==> src/rtl/thor2024_pic_pkg.sv <==
// Shared constants for the thor2024 interrupt controller: register offsets,
// FSM state encoding and the vector width.
package thor2024_pic_pkg;
  localparam int VEC_W = 5;

  localparam logic [2:0] REG_PEND = 3'd0;
  localparam logic [2:0] REG_EN   = 3'd1;
  localparam logic [2:0] REG_EDGE = 3'd2;
  localparam logic [2:0] REG_ISR  = 3'd3;
  localparam logic [2:0] REG_EOI  = 3'd4;
  localparam logic [2:0] REG_RAW  = 3'd5;

  typedef enum logic {
    IDLE = 1'b0,
    REQ  = 1'b1
  } pic_state_e;
endpackage

==> src/rtl/thor2024_pic_prienc.sv <==
// Lowest-set-bit finder; the lowest index wins.
module thor2024_pic_prienc
  import thor2024_pic_pkg::*;
#(
  parameter int N = 32
) (
  input  logic [N-1:0]     bits,
  output logic             found,
  output logic [VEC_W-1:0] idx
);
  always_comb begin
    found = 1'b0;
    idx   = '0;
    for (int i = N - 1; i >= 0; i--) begin
      if (bits[i]) begin
        found = 1'b1;
        idx   = VEC_W'(i);
      end
    end
  end
endmodule

==> src/rtl/thor2024_pic.sv <==
// thor2024 programmable interrupt controller with nested in-service tracking.
// Optional edge-mode sources are built when THOR2024_PIC_EDGE_EN is defined.
module thor2024_pic
  import thor2024_pic_pkg::*;
#(
  parameter int          NSRC     = 32,
  parameter logic [31:0] PIC_ADDR = 32'hFEE50000
) (
  input  logic             clk_i,
  input  logic             rst_ni,
  input  logic             cyc_i,
  input  logic             stb_i,
  input  logic             we_i,
  input  logic [7:0]       sel_i,
  input  logic [31:0]      adr_i,
  input  logic [63:0]      dat_i,
  output logic [63:0]      dat_o,
  output logic             ack_o,
  input  logic [NSRC-1:0]  irq_i,
  output logic             irq_o,
  output logic [VEC_W-1:0] vec_o,
  input  logic             iack_i
);
  logic [NSRC-1:0] sync1, sync2, sync2_d, rise;
  logic [NSRC-1:0] pend, pend_nxt, pend_clr, en, edge_q, isr, pe;
  logic [NSRC-1:0] iack_mask, eoi_mask, wdat, wmask;
  logic [31:0]     bmask;
  logic [63:0]     rd;
  logic [2:0]      reg_sel;
  logic            cs, hit, wr, eoi_wr;
  logic            cand_vld, isr_vld, take, latch;
  logic [VEC_W-1:0] cand_idx, isr_idx;
  pic_state_e      state, state_nxt;
  logic            unused_bits;

  assign unused_bits = ^{adr_i, dat_i, sel_i};

  // Bus decode; writes land only in the ack cycle.
  assign cs      = adr_i[31:12] == PIC_ADDR[31:12];
  assign hit     = cyc_i & stb_i & cs;
  assign wr      = hit & we_i & ack_o;
  assign reg_sel = adr_i[5:3];
  assign eoi_wr  = wr && reg_sel == REG_EOI && sel_i[0];

  always_comb begin
    for (int b = 0; b < 4; b++) bmask[b*8 +: 8] = {8{sel_i[b]}};
  end
  assign wmask = bmask[NSRC-1:0];
  assign wdat  = dat_i[NSRC-1:0] & wmask;

  always_ff @(posedge clk_i or negedge rst_ni) begin
    if (!rst_ni) begin
      sync1   <= '0;
      sync2   <= '0;
      sync2_d <= '0;
    end else begin
      sync1   <= irq_i;
      sync2   <= sync1;
      sync2_d <= sync2;
    end
  end
  assign rise = sync2 & ~sync2_d;

`ifdef THOR2024_PIC_EDGE_EN
  always_ff @(posedge clk_i or negedge rst_ni) begin
    if (!rst_ni) edge_q <= '0;
    else if (wr && reg_sel == REG_EDGE) edge_q <= (edge_q & ~wmask) | wdat;
  end
`else
  assign edge_q = '0;
`endif

  always_comb begin
    for (int i = 0; i < NSRC; i++) begin
      iack_mask[i] = take && (vec_o == VEC_W'(i));
      eoi_mask[i]  = eoi_wr && (dat_i[VEC_W-1:0] == VEC_W'(i));
    end
  end

  // Edge bits: a new rising edge beats any clear arriving in the same cycle.
  assign pend_clr = ((wr && reg_sel == REG_PEND) ? wdat : '0) | iack_mask;
  assign pend_nxt = (edge_q & ((pend & ~pend_clr) | rise)) | (~edge_q & sync2);

  always_ff @(posedge clk_i or negedge rst_ni) begin
    if (!rst_ni) begin
      pend <= '0;
      en   <= '0;
      isr  <= '0;
    end else begin
      pend <= pend_nxt;
      if (wr && reg_sel == REG_EN) en <= (en & ~wmask) | wdat;
      isr <= (isr & ~eoi_mask) | iack_mask;
    end
  end

  assign pe = pend & en;

  thor2024_pic_prienc #(.N(NSRC)) u_cand (.bits(pe),  .found(cand_vld), .idx(cand_idx));
  thor2024_pic_prienc #(.N(NSRC)) u_isr  (.bits(isr), .found(isr_vld),  .idx(isr_idx));

  always_ff @(posedge clk_i or negedge rst_ni) begin
    if (!rst_ni) state <= IDLE;
    else         state <= state_nxt;
  end

  always_comb begin
    state_nxt = state;
    case (state)
      IDLE: if (cand_vld && (!isr_vld || cand_idx < isr_idx)) state_nxt = REQ;
      REQ:  if (iack_i || !pe[vec_o]) state_nxt = IDLE;
      default: state_nxt = IDLE;
    endcase
  end

  always_comb begin
    irq_o = state == REQ;
    take  = (state == REQ) && iack_i;
    latch = (state == IDLE) && (state_nxt == REQ);
  end

  always_ff @(posedge clk_i or negedge rst_ni) begin
    if (!rst_ni)    vec_o <= '0;
    else if (latch) vec_o <= cand_idx;
  end

  always_comb begin
    rd = '0;
    case (reg_sel)
      REG_PEND: rd[NSRC-1:0] = pend;
      REG_EN:   rd[NSRC-1:0] = en;
      REG_EDGE: rd[NSRC-1:0] = edge_q;
      REG_ISR:  rd[NSRC-1:0] = isr;
      REG_RAW:  rd[NSRC-1:0] = sync2;
      default:  rd = '0;
    endcase
  end

  always_ff @(posedge clk_i or negedge rst_ni) begin
    if (!rst_ni) begin
      ack_o <= 1'b0;
      dat_o <= '0;
    end else begin
      ack_o <= hit;
      dat_o <= hit ? rd : '0;
    end
  end
endmodule

==> config.mk <==
export PLATFORM = sky130hd
export DESIGN_NAME = thor2024_pic
export DESIGN_NICKNAME = d
export VERILOG_FILES = /design/src/rtl/thor2024_pic_pkg.sv /design/src/rtl/thor2024_pic_prienc.sv /design/src/rtl/thor2024_pic.sv
export SDC_FILE = /design/constraint.sdc
export NUM_CORES = 1
export LEC_CHECK = 0
export ABC_AREA = 1
export CAP_MARGIN = 20
export CORE_UTILIZATION = 50
export CTS_CLUSTER_SIZE = 24
export DETAILED_ROUTE_END_ITERATION = 6
export GPL_TIMING_DRIVEN = 0
export PLACE_DENSITY = 0.85
export SLEW_MARGIN = 20
export SYNTH_ARGS = -nofsm -noshare
export SYNTH_HDL_FRONTEND = slang
export SYNTH_SLANG_ARGS = --single-unit
==> constraint.sdc <==
create_clock -name clk_i -period 3.24 [get_ports clk_i]
set_input_delay 0.648 -clock clk_i [delete_from_list [all_inputs] [get_ports clk_i]]
set_output_delay 0.648 -clock clk_i [all_outputs]
set_load 0.01 [all_outputs]
==> summary.md <==
| Metric | Value |
|---|---|
| Outcome | `finished clean` |
| Dpl hpwl | `roughly 17,000 microns` |
| Initial antenna violation count | `0` |
| Post-synth EDFFs | `0` |
| H-tree depth | `4` |
| Cell count after synthesis | `~940` |
| Final Skew | `a little under 0.006 ns` |
| Worst-skew pair later-pin latency | `between 0.4 and 0.5 ns` |
| Max-Cap Viols | `0` |
| Total Routing Usage GR | `between 20% and 30%` |
| Highest net fanout along the worst path | `6` |
| Max-slew violations | `0` |
| Worst path required time | `approximately 3.6 ns` |
| Post-synth cell types | `34` |
| Place WS | `-0.0103 ns` |
| Peak VDD IR | `0.379 mV` |
| Post-CTS Setup Bufs | `0` |
| Crit path kind | `flop to flop` |
| Slew headroom | `between 20 and 30%` |
| Synth Flop Type | `dfrtp_1` |
| Vias | `7,557` |
| Number of clock sinks | `around 200` |
| Synth top area share | `between 50% and 60%` |
| Vias in the first global route | `7,386` |
| Pwr dens | `approximately 460 nW/um^2` |
| Clock Path Buffers | `2` |
| Final WL | `~24,000 microns` |
| Async SR Flop Fraction | `between 90% and 100%` |
| Die ar. | `17,800 sq um` |
| IO Pins | `between 200 and 250` |
| Synth Cell Area | `8630 sq um` |
| Fillers | `around 1,300` |
| Fin. Hold Viols | `0` |
| DRC | `0` |
| DR WL/cell | `about 18 microns` |
| Layout cells sized above 1 | `10.2%` |
| Most instantiated library cell after synthesis | `nand2_1` |
| Gpl congestion | `roughly 0.95` |
| Mean Syn Cell Area | `between 9 and 10 sq um` |
| Crit path time final | `about 2.9 ns` |
| First-pass GRT wire length | `37,800 microns` |
| Overflow after GRT | `0` |
| Largest net degree at the start of global routing | `83` |
| Starting Density | `51.7%` |
| Yosys reg bits | `a little under 200` |
| Worst Hold Class | `primary input to asynchronous set/reset pin` |
| Final nets | `1,270` |
| Clk slew on worst S/H paths | `0.07 ns` |
| Root Buffer | `clkbuf_16` |
| Initial DRC Count | `between 800 and 900` |
| Area of the core | `around 17,000 sq um` |
| Row cnt | `47` |
| Design Area, Final | `11,000 sq um` |
| Power Total | `between 5 and 6 mW` |
| Max Clock Freq | `around 0.34 GHz` |
| Die height | `133 microns` |
| Die X-Extent | `between 100 and 150 microns` |
| Biggest area consumer among synthesized cells | `dfrtp_1` |
| CTS tree | `done` |
| Crit path arrival time | `about 3.3 ns` |
| Setup_tns | `0 ns` |
| Top cells by count, synth | `nand2_1 (227), dfrtp_1 (199), o21ai_0 (103)` |
| Ant diodes | `0` |
| Final setup viols | `0` |
| ANT nets after route | `0` |
| Num CTS Buffers | `17` |
| Leakage | `~5.2 nW` |
| Area growth syn-to-layout | `27.7%` |
| I/O Buffers | `between 100 and 150` |
| Yosys warns | `0` |
| Slew of the pin with the lowest slew margin | `between 1 and 1.5 ns` |
| First-pass DRT Iterations | `6` |
| RSZ-0062 raised after global routing | `no` |
| Register area share after synthesis | `roughly 58%` |
| Final setup margin | `slightly above 0.3 ns` |
| Top post-synthesis cells by area | `dfrtp_1 (58%), nand2_1 (9.9%), o21ai_0 (6.0%)` |
| Fin crit share | `about nine tenths` |
| Via density | `around 5.6` |
| Worst setup EP type | `flop` |
| R2R Setup Slk | `0.30 ns` |
| Reg2reg path depth | `23` |
| Critical Path Start Type | `flop` |
| Worst flop-to-flop path endpoint | `vec_o[0]$_DFFE_PN0P_` |
| Post-Place Cell Area | `10,400 sq um` |
| Hold WS | `around 0.073 ns` |
==> through the flow <==
stage               instances  utilization (%)
finish                   1357             66.0
global placement         1323             62.0
global route             1357             66.0
detailed placement       1325             62.4
floorplan                 970                -
CTS                      1357             66.0
==> cell usage in the layout, fill, tap and decap left out, drive strengths merged, types with 3 or more instances in the layout <==
master,instances
mux2,27
conb,32
nand2,241
inv,63
clkbuf,48
o21ai,105
dfrtp,199
nor2,56
ha,4
buf,35
a21oi,72
nor3,4
nand3,77
nand4,9
clkdlybuf4s50,132
clkinv,7
a211oi,3
nor4,3
a31oi,4
==> where the power goes <==
group | leakage (nW) | internal [mW] | total, mW | switching [mW]
clock network | 0.297 | 1.12 | 2.13 | 1.00
logic | 2.33 | 0.154 | 0.321 | 0.167
registers | 2.56 | 2.54 | 2.58 | 0.0351
total | 5.18 | 3.82 | 5.02 | 1.21
==> worst max path at each step <==
stage / start / slack, ns / to / depth (start not counted)
2_1_floorplan: pend[27]$_DFF_PN0_ / 0.85 / vec_o[2]$_DFFE_PN0P_ / 23
3_3_place_gp: rst_ni / -6.38 / dat_o[16]$_DFF_PN0_ / 1
3_5_place_dp: cyc_i / -0.01 / isr[26]$_DFF_PN0_ / 9
4_1_cts: flop / 0.36 / vec_o[0]$_DFFE_PN0P_ / 23
5_1_grt: isr[31]$_DFF_PN0_ / 0.03 / vec_o[0]$_DFFE_PN0P_ / 37
6_report: flop / 0.30 / vec_o[0]$_DFFE_PN0P_ / 23
==> cells by family (layout without fill, tap and decap cells) <==
logic type / count (synthesis) / after routing / synth area share, %
AO/OA/AOI/OAI: 195 / 195 / 11.8
adder cells (fa/ha/maj): 4 / 4 / 0.580
buffers and inverters: 119 / 286 / 6.57
flip-flops: 199 / 199 / 57.7
multiplexers: 27 / 27 / 3.52
other: 1 / 32 / 0.0434
AND/OR/NAND/NOR: 394 / 394 / 19.8
==> cell type report <==
cell class	count	area, sq um	area share (%)
sequential	199	4980	45.2
multi-input combinational	652	3210	29.1
tap	220	275	2.50
clock inverter	14	161	1.46
inverter	57	214	1.94
timing repair buffer	135	1390	12.6
clock buffer	18	439	3.98
buffer	62	353	3.20
==> critical path, cell delays in order (launching register included) <==
cell and delay [ns]:
dfrtp_1 0.44, nand2_4 0.10, nand2_1 0.11, a31oi_1 0.18, nor2_1 0.06, nor2_1 0.11
nor2_1 0.07, nor2_1 0.09, nor2_1 0.05, nor2_1 0.09, nor2_1 0.07, nor2_1 0.08
nor2_1 0.05, o21bai_1 0.13, a31oi_1 0.15, ha_1 0.23, a21oi_1 0.12, nor2_1 0.05
a211oi_1 0.23, nand2_2 0.11, nand2_4 0.11, nand2_4 0.07, nand2_1 0.08, nand2_1 0.05
==> layer usage <==
layer	part of all wire, %	vias to the layer above	routed length (microns)	track usage, %
met1	38	3585	9190	36.0
li1	-	3445	-	-
met3	9.3	59	2230	5.63
met4	3.0	0	724	11.0
met5	0	-	0	0
met2	49	468	11800	46.5
==> what timing repair did <==
action                                  CTS  global route
endpoints found under the setup margin    0             2
hold buffers                              0             0
gates resized for setup                   0             1
Note: power is estimated with default switching activity, not from simulation.
